**config.mk**
```make
export PLATFORM = sky130hd
export DESIGN_NAME = tse_init_seq
export DESIGN_NICKNAME = d
export VERILOG_FILES = /design/src/rtl/tse_init_seq.sv
export SDC_FILE = /design/constraint.sdc
export NUM_CORES = 1
export LEC_CHECK = 0
export CAP_MARGIN = 20
export CORE_MARGIN = 3
export CORE_UTILIZATION = 42
export DETAILED_ROUTE_END_ITERATION = 8
export PLACE_DENSITY = 0.82
export SETUP_SLACK_MARGIN = 0.5
export SKIP_LAST_GASP = 1
export SLEW_MARGIN = 20
export SYNTH_ARGS = -nofsm -noshare
export SYNTH_HDL_FRONTEND = slang
export SYNTH_SLANG_ARGS = --single-unit
```
**constraint.sdc**
```tcl
create_clock -name clk_clk -period 2.8 [get_ports clk_clk]
set_clock_uncertainty 0.05 [all_clocks]
set_input_delay 0.28 -clock clk_clk [delete_from_list [all_inputs] [get_ports clk_clk]]
set_output_delay 0.28 -clock clk_clk [all_outputs]
set_load 0.05 [all_outputs]
```
**src/rtl/tse_init_seq.sv**
```systemverilog
// rtl/tse_init_seq.sv - Avalon-MM power-up configuration sequencer for two TSE MACs.
// Each transfer is followed by one idle turnaround cycle, except for back-to-back reset polls.
module tse_init_seq #(
  parameter logic [47:0] MAC_ADDR_0 = 48'h001C_2317_4ACB,
  parameter logic [47:0] MAC_ADDR_1 = 48'h001C_2317_4ACC,
  parameter int unsigned MAX_FRAME  = 1518,
  parameter int unsigned POLL_LIMIT = 1024,
  parameter bit          AUTO_START = 1'b1
) (
  input  logic        clk_clk,
  input  logic        reset_reset_n,
  input  logic        start,
  output logic        avm_mac_sel,
  output logic [7:0]  avm_address,
  output logic        avm_write,
  output logic        avm_read,
  output logic [31:0] avm_writedata,
  input  logic [31:0] avm_readdata,
  input  logic        avm_waitrequest,
  output logic        busy,
  output logic        done,
  output logic        error,
  output logic        err_mac
);

  localparam int CW = $clog2(POLL_LIMIT + 1);
  localparam logic [CW-1:0] POLL_MAX = CW'(POLL_LIMIT);

  localparam logic [3:0] S_IDLE    = 4'd0;
  localparam logic [3:0] S_WR_RST  = 4'd1;
  localparam logic [3:0] S_RD_POLL = 4'd2;
  localparam logic [3:0] S_WR_MAC0 = 4'd3;
  localparam logic [3:0] S_WR_MAC1 = 4'd4;
  localparam logic [3:0] S_WR_FRM  = 4'd5;
  localparam logic [3:0] S_WR_ENA  = 4'd6;
  localparam logic [3:0] S_NEXT    = 4'd7;
  localparam logic [3:0] S_DONE    = 4'd8;
  localparam logic [3:0] S_ERR     = 4'd9;

  logic [3:0]    state;
  logic          gap;
  logic          first;
  logic [CW-1:0] poll_cnt;
  logic [47:0]   addr_sel;
  logic          bus_state;
  logic          rd_state;
  logic          xfer_ok;
  logic          go;
  logic          unused_rd;

  assign addr_sel  = avm_mac_sel ? MAC_ADDR_1 : MAC_ADDR_0;
  assign unused_rd = ^{avm_readdata[31:14], avm_readdata[12:0]};

  always_comb begin
    avm_address   = 8'h00;
    avm_writedata = 32'h0;
    bus_state     = 1'b0;
    rd_state      = 1'b0;
    case (state)
      S_WR_RST: begin
        avm_address   = 8'h02;
        avm_writedata = 32'h0000_2010;
        bus_state     = 1'b1;
      end
      S_RD_POLL: begin
        avm_address = 8'h02;
        bus_state   = 1'b1;
        rd_state    = 1'b1;
      end
      S_WR_MAC0: begin
        avm_address   = 8'h03;
        avm_writedata = {addr_sel[23:16], addr_sel[31:24], addr_sel[39:32], addr_sel[47:40]};
        bus_state     = 1'b1;
      end
      S_WR_MAC1: begin
        avm_address   = 8'h04;
        avm_writedata = {16'h0, addr_sel[7:0], addr_sel[15:8]};
        bus_state     = 1'b1;
      end
      S_WR_FRM: begin
        avm_address   = 8'h05;
        avm_writedata = {16'h0, 16'(MAX_FRAME)};
        bus_state     = 1'b1;
      end
      S_WR_ENA: begin
        avm_address   = 8'h02;
        avm_writedata = 32'h0000_0013;
        bus_state     = 1'b1;
      end
      default: ;
    endcase
  end

  // Strobes are pure decode of async-reset state, so they drop the instant reset asserts.
  assign avm_write = bus_state & ~rd_state & ~gap;
  assign avm_read  = bus_state & rd_state & ~gap;
  assign xfer_ok   = (avm_write | avm_read) & ~avm_waitrequest;
  assign busy      = !((state == S_IDLE) || (state == S_DONE) || (state == S_ERR));
  assign go        = start || (AUTO_START && first);

  always_ff @(posedge clk_clk or negedge reset_reset_n) begin
    if (!reset_reset_n) begin
      state       <= S_IDLE;
      gap         <= 1'b0;
      first       <= 1'b1;
      poll_cnt    <= '0;
      avm_mac_sel <= 1'b0;
      done        <= 1'b0;
      error       <= 1'b0;
      err_mac     <= 1'b0;
    end else begin
      first <= 1'b0;
      gap   <= 1'b0;
      case (state)
        S_IDLE, S_DONE, S_ERR: begin
          if (go) begin
            state       <= S_WR_RST;
            avm_mac_sel <= 1'b0;
            poll_cnt    <= '0;
            done        <= 1'b0;
            error       <= 1'b0;
          end
        end
        S_RD_POLL: begin
          if (xfer_ok) begin
            if (!avm_readdata[13]) begin
              state <= S_WR_MAC0;
              gap   <= 1'b1;
            end else begin
              if (poll_cnt != POLL_MAX) poll_cnt <= poll_cnt + CW'(1);
              if (poll_cnt + CW'(1) == POLL_MAX) begin
                state   <= S_ERR;
                error   <= 1'b1;
                err_mac <= avm_mac_sel;
              end
            end
          end
        end
        S_WR_RST:  if (xfer_ok) begin state <= S_RD_POLL; gap <= 1'b1; end
        S_WR_MAC0: if (xfer_ok) begin state <= S_WR_MAC1; gap <= 1'b1; end
        S_WR_MAC1: if (xfer_ok) begin state <= S_WR_FRM;  gap <= 1'b1; end
        S_WR_FRM:  if (xfer_ok) begin state <= S_WR_ENA;  gap <= 1'b1; end
        S_WR_ENA: begin
          // For MAC 1 the closing turnaround cycle is the DONE entry itself.
          if (xfer_ok) begin
            if (avm_mac_sel) begin
              state <= S_DONE;
              done  <= 1'b1;
            end else begin
              state <= S_NEXT;
            end
          end
        end
        S_NEXT: begin
          if (!avm_mac_sel) begin
            avm_mac_sel <= 1'b1;
            poll_cnt    <= '0;
            state       <= S_WR_RST;
          end else begin
            state <= S_DONE;
            done  <= 1'b1;
          end
        end
        default: state <= S_IDLE;
      endcase
    end
  end

endmodule

```
==> results.json <==
{
  "drv_slew": 0,
  "numPortBuffers": 37,
  "max_cap_violations": 0,
  "outcome": "finished clean",
  "cts_max_level": 1,
  "period_minus_slack_ns": 2.26,
  "layout_commonest_cell": "nor2_1",
  "grt_pass1_vias": 1470,
  "final_cell_mix": "nor2_1 (26), buf_4 (20), o21ai_0 (17)",
  "grt_pass1_wl_um": 6910,
  "start_util_pct": 46.0,
  "postLayoutCellArea_mm2": 0.00210,
  "rsz0062_at_grt": "true",
  "synth_area_mm2": 0.00177,
  "leakage_nw": 0.987,
  "cts.sinks": 21,
  "post-place-ws_ns": 0.415,
  "multi_input_comb_area_mm2": 0.00104,
  "diodes": 0,
  "powerDensity_mw_per_mm2": 1050,
  "worst_pin_slew_ns": 0.906,
  "syn_avg_cell_area_um2": 7.74,
  "synth_mux_area_share_pct": 1.20,
  "cts_buffer_depth": 2,
  "ys.flop_type": "dfrtp_1",
  "syn_to_final_growth_pct": 18.3,
  "routed_wl_um": 4040,
  "drt_pre_antenna_iters": 4,
  "synth_edf_count": 0,
  "hold_path_class": "flop to flop",
  "hold_viol_final": 0,
  "whs_endpoint": "err_mac",
  "rr_worst_depth": 5,
  "numCtsBuffers": 3,
  "hp-start": "err_mac",
  "wl_met2_um": 1910,
  "switchingPower_mw": 1.28,
  "drive_above_1_share_pct": 19.0,
  "synth.largest_area_cell": "dfrtp_1",
  "seqCellArea_um2": 532,
  "synth-simple-area-share_pct": 27.9,
  "dp_hpwl_um": 3020,
  "hold_buffers": 0,
  "synth_xor_area_share_pct": 2.47,
  "required_ns": 2.90,
  "grt_max_degree": 22,
  "crit_type": "flop to flop",
  "crit_path_start_kind": "flop",
  "relSlewSlack_pct": 39.4,
  "die_width_um": 71.0,
  "ant_nets": 0,
  "vias": 1621,
  "hold_depth": 1,
  "setup_tns_ns": 0,
  "rows": 22,
  "place.gp.congestion": 0.872,
  "power_mw": 2.20,
  "synthArstFlopShare_pct": 100,
  "synth_fa_ha_area_share_pct": 2.12,
  "drt-met1-wl_um": 1850,
  "fin_ws_ns": 0.537,
  "timing.rr.end": "err_mac",
  "drtIter0Drc": 128,
  "whs_ns": 0.460,
  "seq_area_frac_synth_pct": 29.7,
  "vias_per_cell": 5.40,
  "antenna_found_initial": 0,
  "cts_root_buffer": "clkbuf_8",
  "rrSetupSlack_ns": 0.54,
  "synth_top_family_by_area": "simple AND/OR/NAND/NOR gates",
  "arrival_ns": 2.36,
  "grt.total_usage_pct": 16.2,
  "ys_seq_elements": 21,
  "synthTopCellsByArea": "dfrtp_1 (28%), buf_4 (11%), nor2_1 (5.7%)",
  "syn_inst": 229,
  "grt_overflow_total": 0,
  "final_nets": 292,
  "power_frac_comb_pct": 69.2,
  "num_io_pins": 83,
  "cts_tree": "built",
  "dp.cells": 294,
  "drcViolationCount": 0,
  "clk-insertion-delay-late_ns": 0.26,
  "internal-power_mw": 0.913,
  "fin_util_pct": 54.4,
  "layoutNonFillerInstCount": 300,
  "die_area_mm2": 0.00503,
  "fmax_mhz": 442,
  "worstSetupEndpointType": "flop",
  "swShare_pct": 58.4,
  "fin_crit_sh_pct": 80.8,
  "clkPwrFrac_pct": 9.2,
  "top_layer": "met4",
  "final-setup-viol-count": 0,
  "synth_compound_gate_area_share_pct": 19.6,
  "fp.dieH_um": 71.0,
  "synthDistinctLibCells": 53,
  "synth_top_area_share_pct": 28.2,
  "dr_wl_met3_um": 201,
  "crit_fanout": 9,
  "wire_per_inst_um": 13.5,
  "path_clk_slew_ns": 0.08,
  "r2r_start": "poll_cnt[2]",
  "power_frac_seq_pct": 21.6,
  "nFillCells": 357,
  "placed_area_mm2": 0.00205,
  "coreArea_mm2": 0.00385,
  "yosysWarnings": 0,
  "ir_worst_vdd_mv": 0.538
}
[worst max-delay path, stage by stage (launching register included)]
cell	delay [ns]
dfrtp_1	0.52
nand3_4	0.14
or3_1	0.38
a2111oi_2	0.45
nand4_1	0.24
mux2_1	0.36
[final cells by class]
class                           instances  share of cell area (%)
Timing Repair Buffer                   45                    17.7
Multi-Input combinational cell        169                    49.6
Clock buffer                            4                    2.15
Sequential cell                        21                    25.4
Tap cell                               48                    2.87
Inverter                               13                    2.33
[flip-flops by register name, summed over array words and instances, names as in the netlist]
register     flops
avm_mac_sel      1
gap              1
done             1
state            4
error            1
poll_cnt        11
first            1
err_mac          1
[layer usage]
| layer | up-vias | GRT usage (%) |
|---|---|---|
| li1 | 806 | - |
| met1 | 744 | 23.4 |
| met2 | 62 | 24.7 |
| met3 | 9 | 1.14 |
| met4 | 0 | 7.31 |
| met5 | - | 0 |
[repair_timing]
item                       CTS  global route
gates resized for setup     23             6
setup endpoints to repair   27            15
setup buffers                2             0
pin swaps                    1             2
[cells in the mapped netlist, types with 4 or more instances]
cell type / count
nor2_1: 27
buf_4: 25
dfrtp_1: 20
o21ai_0: 17
nand2_1: 15
a21oi_1: 14
inv_1: 13
nor3_1: 10
clkbuf_1: 9
a31oi_1: 5
nand4_1: 5
nand2b_1: 4
[worst max path at each step]
stage / endpoint / startpoint / slack, ns / depth (start not counted)
3_3_place_gp: poll_cnt[4] / poll_cnt[0] / 0.47 / 7
4_1_cts: err_mac / poll_cnt[0] / 0.53 / 6
3_5_place_dp: poll_cnt[4] / poll_cnt[0] / 0.42 / 7
2_1_floorplan: avm_writedata[9] / state[2] / 0.25 / 5
6_report: err_mac / poll_cnt[2] / 0.54 / 5
5_1_grt: err_mac / poll_cnt[2] / 0.44 / 5
[power groups by stage]
stage | Clock [mW] | Combinational, mW | Sequential, mW
6_report | 0.201 | 1.52 | 0.475
5_1_grt | 0.219 | 1.63 | 0.490
4_1_cts | 0.204 | 1.52 | 0.473
3_5_place_dp | 0 | 1.58 | 0.476
3_3_place_gp | 0 | 1.56 | 0.474
2_1_floorplan | 0 | 1.28 | 0.385
[logic make-up (layout without fill, tap and decap cells)]
| logic type | Yosys count | after routing |
|---|---|---|
| simple gates | 91 | 91 |
| compound gates | 53 | 53 |
| buf+inv | 53 | 62 |
| flops | 21 | 21 |
| xor+xnor | 5 | 5 |
| fa+ha+maj | 3 | 3 |
| mux | 2 | 2 |
| other cells | 1 | 15 |
No activity file was read; power rests on OpenSTA's default activity.
==> RTL edit 1: new RTL, config.mk and constraints unchanged <==
The parameter `AUTO_START` goes from 1'b1 to 1'b0.
--- a/src/rtl/tse_init_seq.sv
+++ b/src/rtl/tse_init_seq.sv
@@ -6,5 +6,5 @@
   parameter int unsigned MAX_FRAME  = 1518,
   parameter int unsigned POLL_LIMIT = 1024,
-  parameter bit          AUTO_START = 1'b1
+  parameter bit          AUTO_START = 1'b0
 ) (
   input  logic        clk_clk,
Formal check against the unedited RTL: not equivalent (Yosys sat finds a counterexample within 4 cycles, from zero or initial values and one cycle with reset_reset_n low).
==> RTL edit 1 against the unedited design <==
- worst hold slack worse by 9.8 ps
- utilization is 0.91 points higher
- combinational power is 31% higher
- sequential cell count is 1 lower
- total power is 25% higher
- synthesized area hardly changed
- worst setup slack worse by 35 ps
- via count is 7.0% higher
- sequential share of layout area is 1.3 points lower
- wire length is 16% higher
- design area is 1.7% higher
- largest power group unchanged
- highest routed layer unchanged
==> RTL edit 1: results (changes against the unedited design) <==
Parameter                              Value

Status
  Result of the run ... completed

Power and ir drop
  IR drop worst, VDD ... 704.7 µV (+31%)
  Share of power burned in combinational logic ... 0.722 (+0.030)
  Flop pwr share ... 0.171 (-0.045)
  Internal power ... 1.083 mW (+19%)
  Static leakage ... 0.9916 nW (+0.49%)

Worst hold path
  Class of the tightest hold or removal check ... flip-flop to flip-flop

Logic synthesis
  Leading cell types by total area after synthesis ... dfrtp_1 (28%), buf_4 (12%), o31ai_1 (7.2%)
  EDFF count, synth ... 0 (unchanged)
  Synthesized area divided by synthesized cell count ... 7.939 µm² (+2.6%)
  Sequential-to-total area share from yosys stat ... 0.2827 (-0.01463)
  Top post-synthesis cells by count ... buf_4 (29), nor2_1 (22), dfrtp_1 (20)
  Yosys cell types ... 49 (-7.5%)
  Asr flop ratio synth ... 1.000 (unchanged)
  Synth Warn # ... 0 (unchanged)
  Leading register cell type out of synthesis ... dfrtp_1

Drt
  Amount of wire on met2 after detailed routing ... 2.342 mm (+23%)
  Final WL ... 4.689 mm (+16%)
  Vias per cell ... 5.783 (+7.0%)
  Initial drt markers ... 118 (-7.8%)
  Met3 layer wire length in the routed design ... 326 µm (+62%)
  Highest routed layer ... met4
  First drt pass iteration count ... 5 (+1)
  Routed metal-1 wire length ... 1.958 mm (+6.1%)

Placement
  RePlAce Congestion ... 0.9048 (+3.8%)
  Final HPWL from detailed placement ... 3.112 mm (+2.9%)
  Number of placed instances with taps included ... 288 (-2.0%)
  Count of input and output buffers ... 37 (unchanged)
  Cell area after placement ... 2014 µm² (-1.6%)

CTS
  Clock network latency to the later pin of the worst-skew pair ... 260 ps (about the same)
  Clock transition at the registers of the reported paths ... 80 ps (about the same)
  Num CTS Buffers ... 3 (unchanged)
  Root Driver ... clkbuf_8
  Total number of H-tree levels ... 1 (unchanged)
  Clock tree buffer depth ... 2 (unchanged)

Timing
  Tightest Pin Transition ... 925.6 ps (+19.52 ps)

Cells and area
  Number of antenna diodes ... 0 (unchanged)
  Regs by FF count ... poll_cnt (11), state (4)
  Non-filler cells in the finished layout ... 300 (unchanged)
  Final instance area ... 2131 µm² (+1.7%)
  Fill cell total of the finished layout ... 365 (+2.2%)
  Layout cell share with drive strength beyond 1 ... 0.2817 (+0.09127)

Global routing
  Met2 track demand over resource ... 0.2915 (+0.04428)
  Total track usage ... 0.1743 (+0.01207)
  Wire length of the first global-routing pass ... 7.245 mm (+4.9%)
  Met1 Use GR ... 0.2336 (-0.0008749)
  Largest net degree at the start of global routing ... 22 (unchanged)
  Number of antenna violations at the first check in global routing ... 0 (unchanged)
  Number of global-route vias before repair ... 1,515 (+3.1%)
  Met3 capacity usage during global routing ... 0.02415 (+0.01278)

Setup path
  Max incr delay on CP ... 530 ps
  Slowest stage cell on the critical path ... or4_1
  Arrival time at the worst endpoint ... 2400 ps (+40 ps)
  Maximum fanout encountered on the critical timing path ... 5 (-4)
-- RTL edit 1: layout make-up --
class / count / area share
inverters: 12 / 0.02114
clock inverters: 1 / 0.01409
flip-flops and latches: 20 / 0.2408
multi-input cells: 161 / 0.4821
repair buffers: 55 / 0.1944
well taps: 48 / 0.02819
clock buffers: 3 / 0.01938
-- RTL edit 1: timing repair --
action | 4_1_cts | 5_1_grt
endpoints found under the setup margin | 31 | 32
buffers inserted | 3 | 5
pin swaps | 0 | 3
resized for setup | 35 | 40
-- RTL edit 1: stage by stage --
stage	power, mW	setup slack (ps)
after floorplan	1.986	218.7
after global placement	2.484	308.7
after global routing	2.889	424.1
final	2.751	501.7
after CTS	2.728	487.0
after detailed placement	2.507	279.9
-- RTL edit 1: kinds of logic after synthesis --
group / count (synthesis) / synth area share
and+or+nand+nor: 80 / 0.2537
AOI/OAI and AO/OA: 59 / 0.2240
buffers and inverters: 55 / 0.1894
DFF: 20 / 0.2827
adders and majority gates: 3 / 0.02120
xor gates and xnor gates: 3 / 0.01484
muxes: 2 / 0.01201
other: 1 / 0.002118
-- RTL edit 1: final timing paths --
kind	from	end	slack [ps]	cells after the start
max in group asynchronous	reset_reset_n	poll_cnt[4]	1590	1
min	err_mac	err_mac	450	1
min reg2reg	err_mac	err_mac	450	1
min in group asynchronous	reset_reset_n	error	480	1
max reg2reg	poll_cnt[6]	err_mac	500	5
max	poll_cnt[6]	err_mac	500	5
-- RTL edit 1: worst max-delay path, delay by kind of cell, from the launching register on --
| family | cells | cell delay [ps] |
|---|---|---|
| AOI/OAI and AO/OA | 1 | 400 |
| muxes | 1 | 350 |
| and+or+nand+nor | 3 | 990 |
| DFF | 1 | 400 |
==> RTL edit 2: new RTL, same settings <==
Without the edit above. Register the output `error` once more, with the module's reset; this adds one clock of latency there. The other outputs are not delayed to match.
--- a/src/rtl/tse_init_seq.sv
+++ b/src/rtl/tse_init_seq.sv
@@ -37,4 +37,6 @@
   localparam logic [3:0] S_DONE    = 4'd8;
   localparam logic [3:0] S_ERR     = 4'd9;
+
+  logic error_s0;
 
   logic [3:0]    state;
@@ -107,5 +109,5 @@
       avm_mac_sel <= 1'b0;
       done        <= 1'b0;
-      error       <= 1'b0;
+      error_s0    <= 1'b0;
       err_mac     <= 1'b0;
     end else begin
@@ -119,5 +121,5 @@
             poll_cnt    <= '0;
             done        <= 1'b0;
-            error       <= 1'b0;
+            error_s0    <= 1'b0;
           end
         end
@@ -131,5 +133,5 @@
               if (poll_cnt + CW'(1) == POLL_MAX) begin
                 state   <= S_ERR;
-                error   <= 1'b1;
+                error_s0 <= 1'b1;
                 err_mac <= avm_mac_sel;
               end
@@ -167,4 +169,12 @@
   end
 
+  always_ff @(posedge clk_clk or negedge reset_reset_n) begin
+    if (!reset_reset_n) begin
+      error <= '0;
+    end else begin
+      error <= error_s0;
+    end
+  end
+
 endmodule
 
Check against the original RTL: same outputs for any inputs over 10 cycles, from zero or initial values and one cycle with reset_reset_n low; that may be too few to reach the edited logic, so the function may still have changed.
==> RTL edit 2 against the unedited design <==
- sequential cell count is 1 higher
- count of clock-buffer cells in the layout is the same
- total power up 7.9%
- sequential power rose by 2%
- wire length grew 4.7%
- largest cell class unchanged
- utilization shrank 3.0 points
- synthesized area rose by 7.1%
- worst setup slack improved by 7.3 ps
- design area rose by 2.3%
- die area increased by 6.5%
==> RTL edit 2: results (changes against the unedited design) <==
Parameter                              Value

Logic synthesis
  Multiplexer share of the synthesized area ... 0.01121 (-0.0007993)
  Leading register cell type out of synthesis ... dfrtp_1
  Compound-Gate Fraction of Synth Area ... 0.2386 (+0.04301)
  Synth Warn # ... 0 (unchanged)
  Asr flop ratio synth ... 1.000 (unchanged)
  Top post-synthesis cells by count ... buf_4 (26), nor2_1 (24), dfrtp_1 (21)
  Area share of xor/xnor cells in the synthesized design ... 0.009229 (-0.01549)
  Gate count of the mapped netlist ... 224 (-2.2%)
  Synth Area in Adders ... 0.01978 (-0.001411)
  Leading cell types by total area after synthesis ... dfrtp_1 (28%), buf_4 (10%), nor2_1 (4.7%)
  Sequential-to-total area share from yosys stat ... 0.2907 (-0.006611)
  Summed instance area of the synthesized netlist ... 1898 µm² (+7.1%)
  Yosys cell types ... 58 (+9.4%)

Drt
  Via count ... 1,683 (+3.8%)
  Vias per cell ... 5.686 (+5.2%)
  Final WL ... 4.226 mm (+4.7%)
  First drt pass iteration count ... 4 (unchanged)
  Initial drt markers ... 96 (-25%)

CTS
  Root Driver ... clkbuf_8
  Clock transition at the registers of the reported paths ... 80 ps (about the same)
  Clock tree buffer depth ... 2 (unchanged)
  Post-cts sizing count ... 17 (-26%)
  Total number of H-tree levels ... 1 (unchanged)
  Number of post-CTS setup repair buffers ... 0 (-2)
  Clock network latency to the later pin of the worst-skew pair ... 260 ps (about the same)
  Num CTS Buffers ... 3 (unchanged)

Placement
  RePlAce Congestion ... 0.8664 (-0.61%)
  DP Worst Slack ... 452.5 ps (+37.46 ps)
  Final HPWL from detailed placement ... 3.110 mm (+2.8%)
  Count of input and output buffers ... 37 (unchanged)
  Cell area after placement ... 2113 µm² (+3.2%)

Global routing
  Number of global-route vias before repair ... 1,463 (-0.48%)
  Largest net degree at the start of global routing ... 23 (+4.5%)
  Number of antenna violations at the first check in global routing ... 0 (unchanged)
  Wire length of the first global-routing pass ... 6.768 mm (-2.0%)
  Total track usage ... 0.1562 (-0.006044)

Status
  Result of the run ... completed

Power and ir drop
  Clock group ... 0.227 mW (+13%)
  Internal power ... 1.011 mW (+11%)
  Static leakage ... 0.9775 nW (-0.94%)
  Sw Share ... 0.5735 (-0.01092)
  Combinational power ... 1.66 mW (+9%)
  IR drop worst, VDD ... 447.8 µV (-17%)

Cells and area
  Number of antenna diodes ... 0 (unchanged)
  Final net count ... 286 (-2.1%)
  Regs by FF count ... poll_cnt (11), state (4)
  Layout cell share with drive strength beyond 1 ... 0.2683 (+0.07782)

Setup path
  Arrival time at the worst endpoint ... 1930 ps (-430 ps)
  Launching element of the worst setup path ... state[0]
  Cell count of the worst reg-to-reg path ... 6 (+1)
  Maximum fanout encountered on the critical timing path ... 10 (+1)

Worst hold path
  Class of the tightest hold or removal check ... input port to async pin
## RTL edit 2: worst paths after layout
path | end | slack [ps]
worst min-delay path | poll_cnt[3] | 310
min in group clk_clk | error | 340
worst max register to register | state[0] | 630
max in group asynchronous | first | 2110
worst max-delay path | avm_write | 540
worst min register to register | error | 340
## RTL edit 2: layout make-up
class | instances | area [µm²]
Clock buffer | 4 | 55.05
Fill cell | 402 | 2028
Inverter | 9 | 33.78
Multi-Input combinational cell | 165 | 1085
Sequential cell | 22 | 553.0
Tap cell | 50 | 62.56
Timing Repair Buffer | 46 | 355.3
## RTL edit 2: routing by layer
| layer | GRT usage | wire [µm] |
|---|---|---|
| met1 | 0.2002 | 1844 |
| met2 | 0.2622 | 1947 |
| met3 | 0.01791 | 330 |
| met4 | 0.06967 | 104 |
| met5 | 0 | 0 |
## RTL edit 2: worst max-delay path, cell delays in order (launching register included)
cell,delay (ps)
dfrtp_1,530
buf_4,230
and3_4,190
nor4_2,190
clkdlybuf4s15_1,530
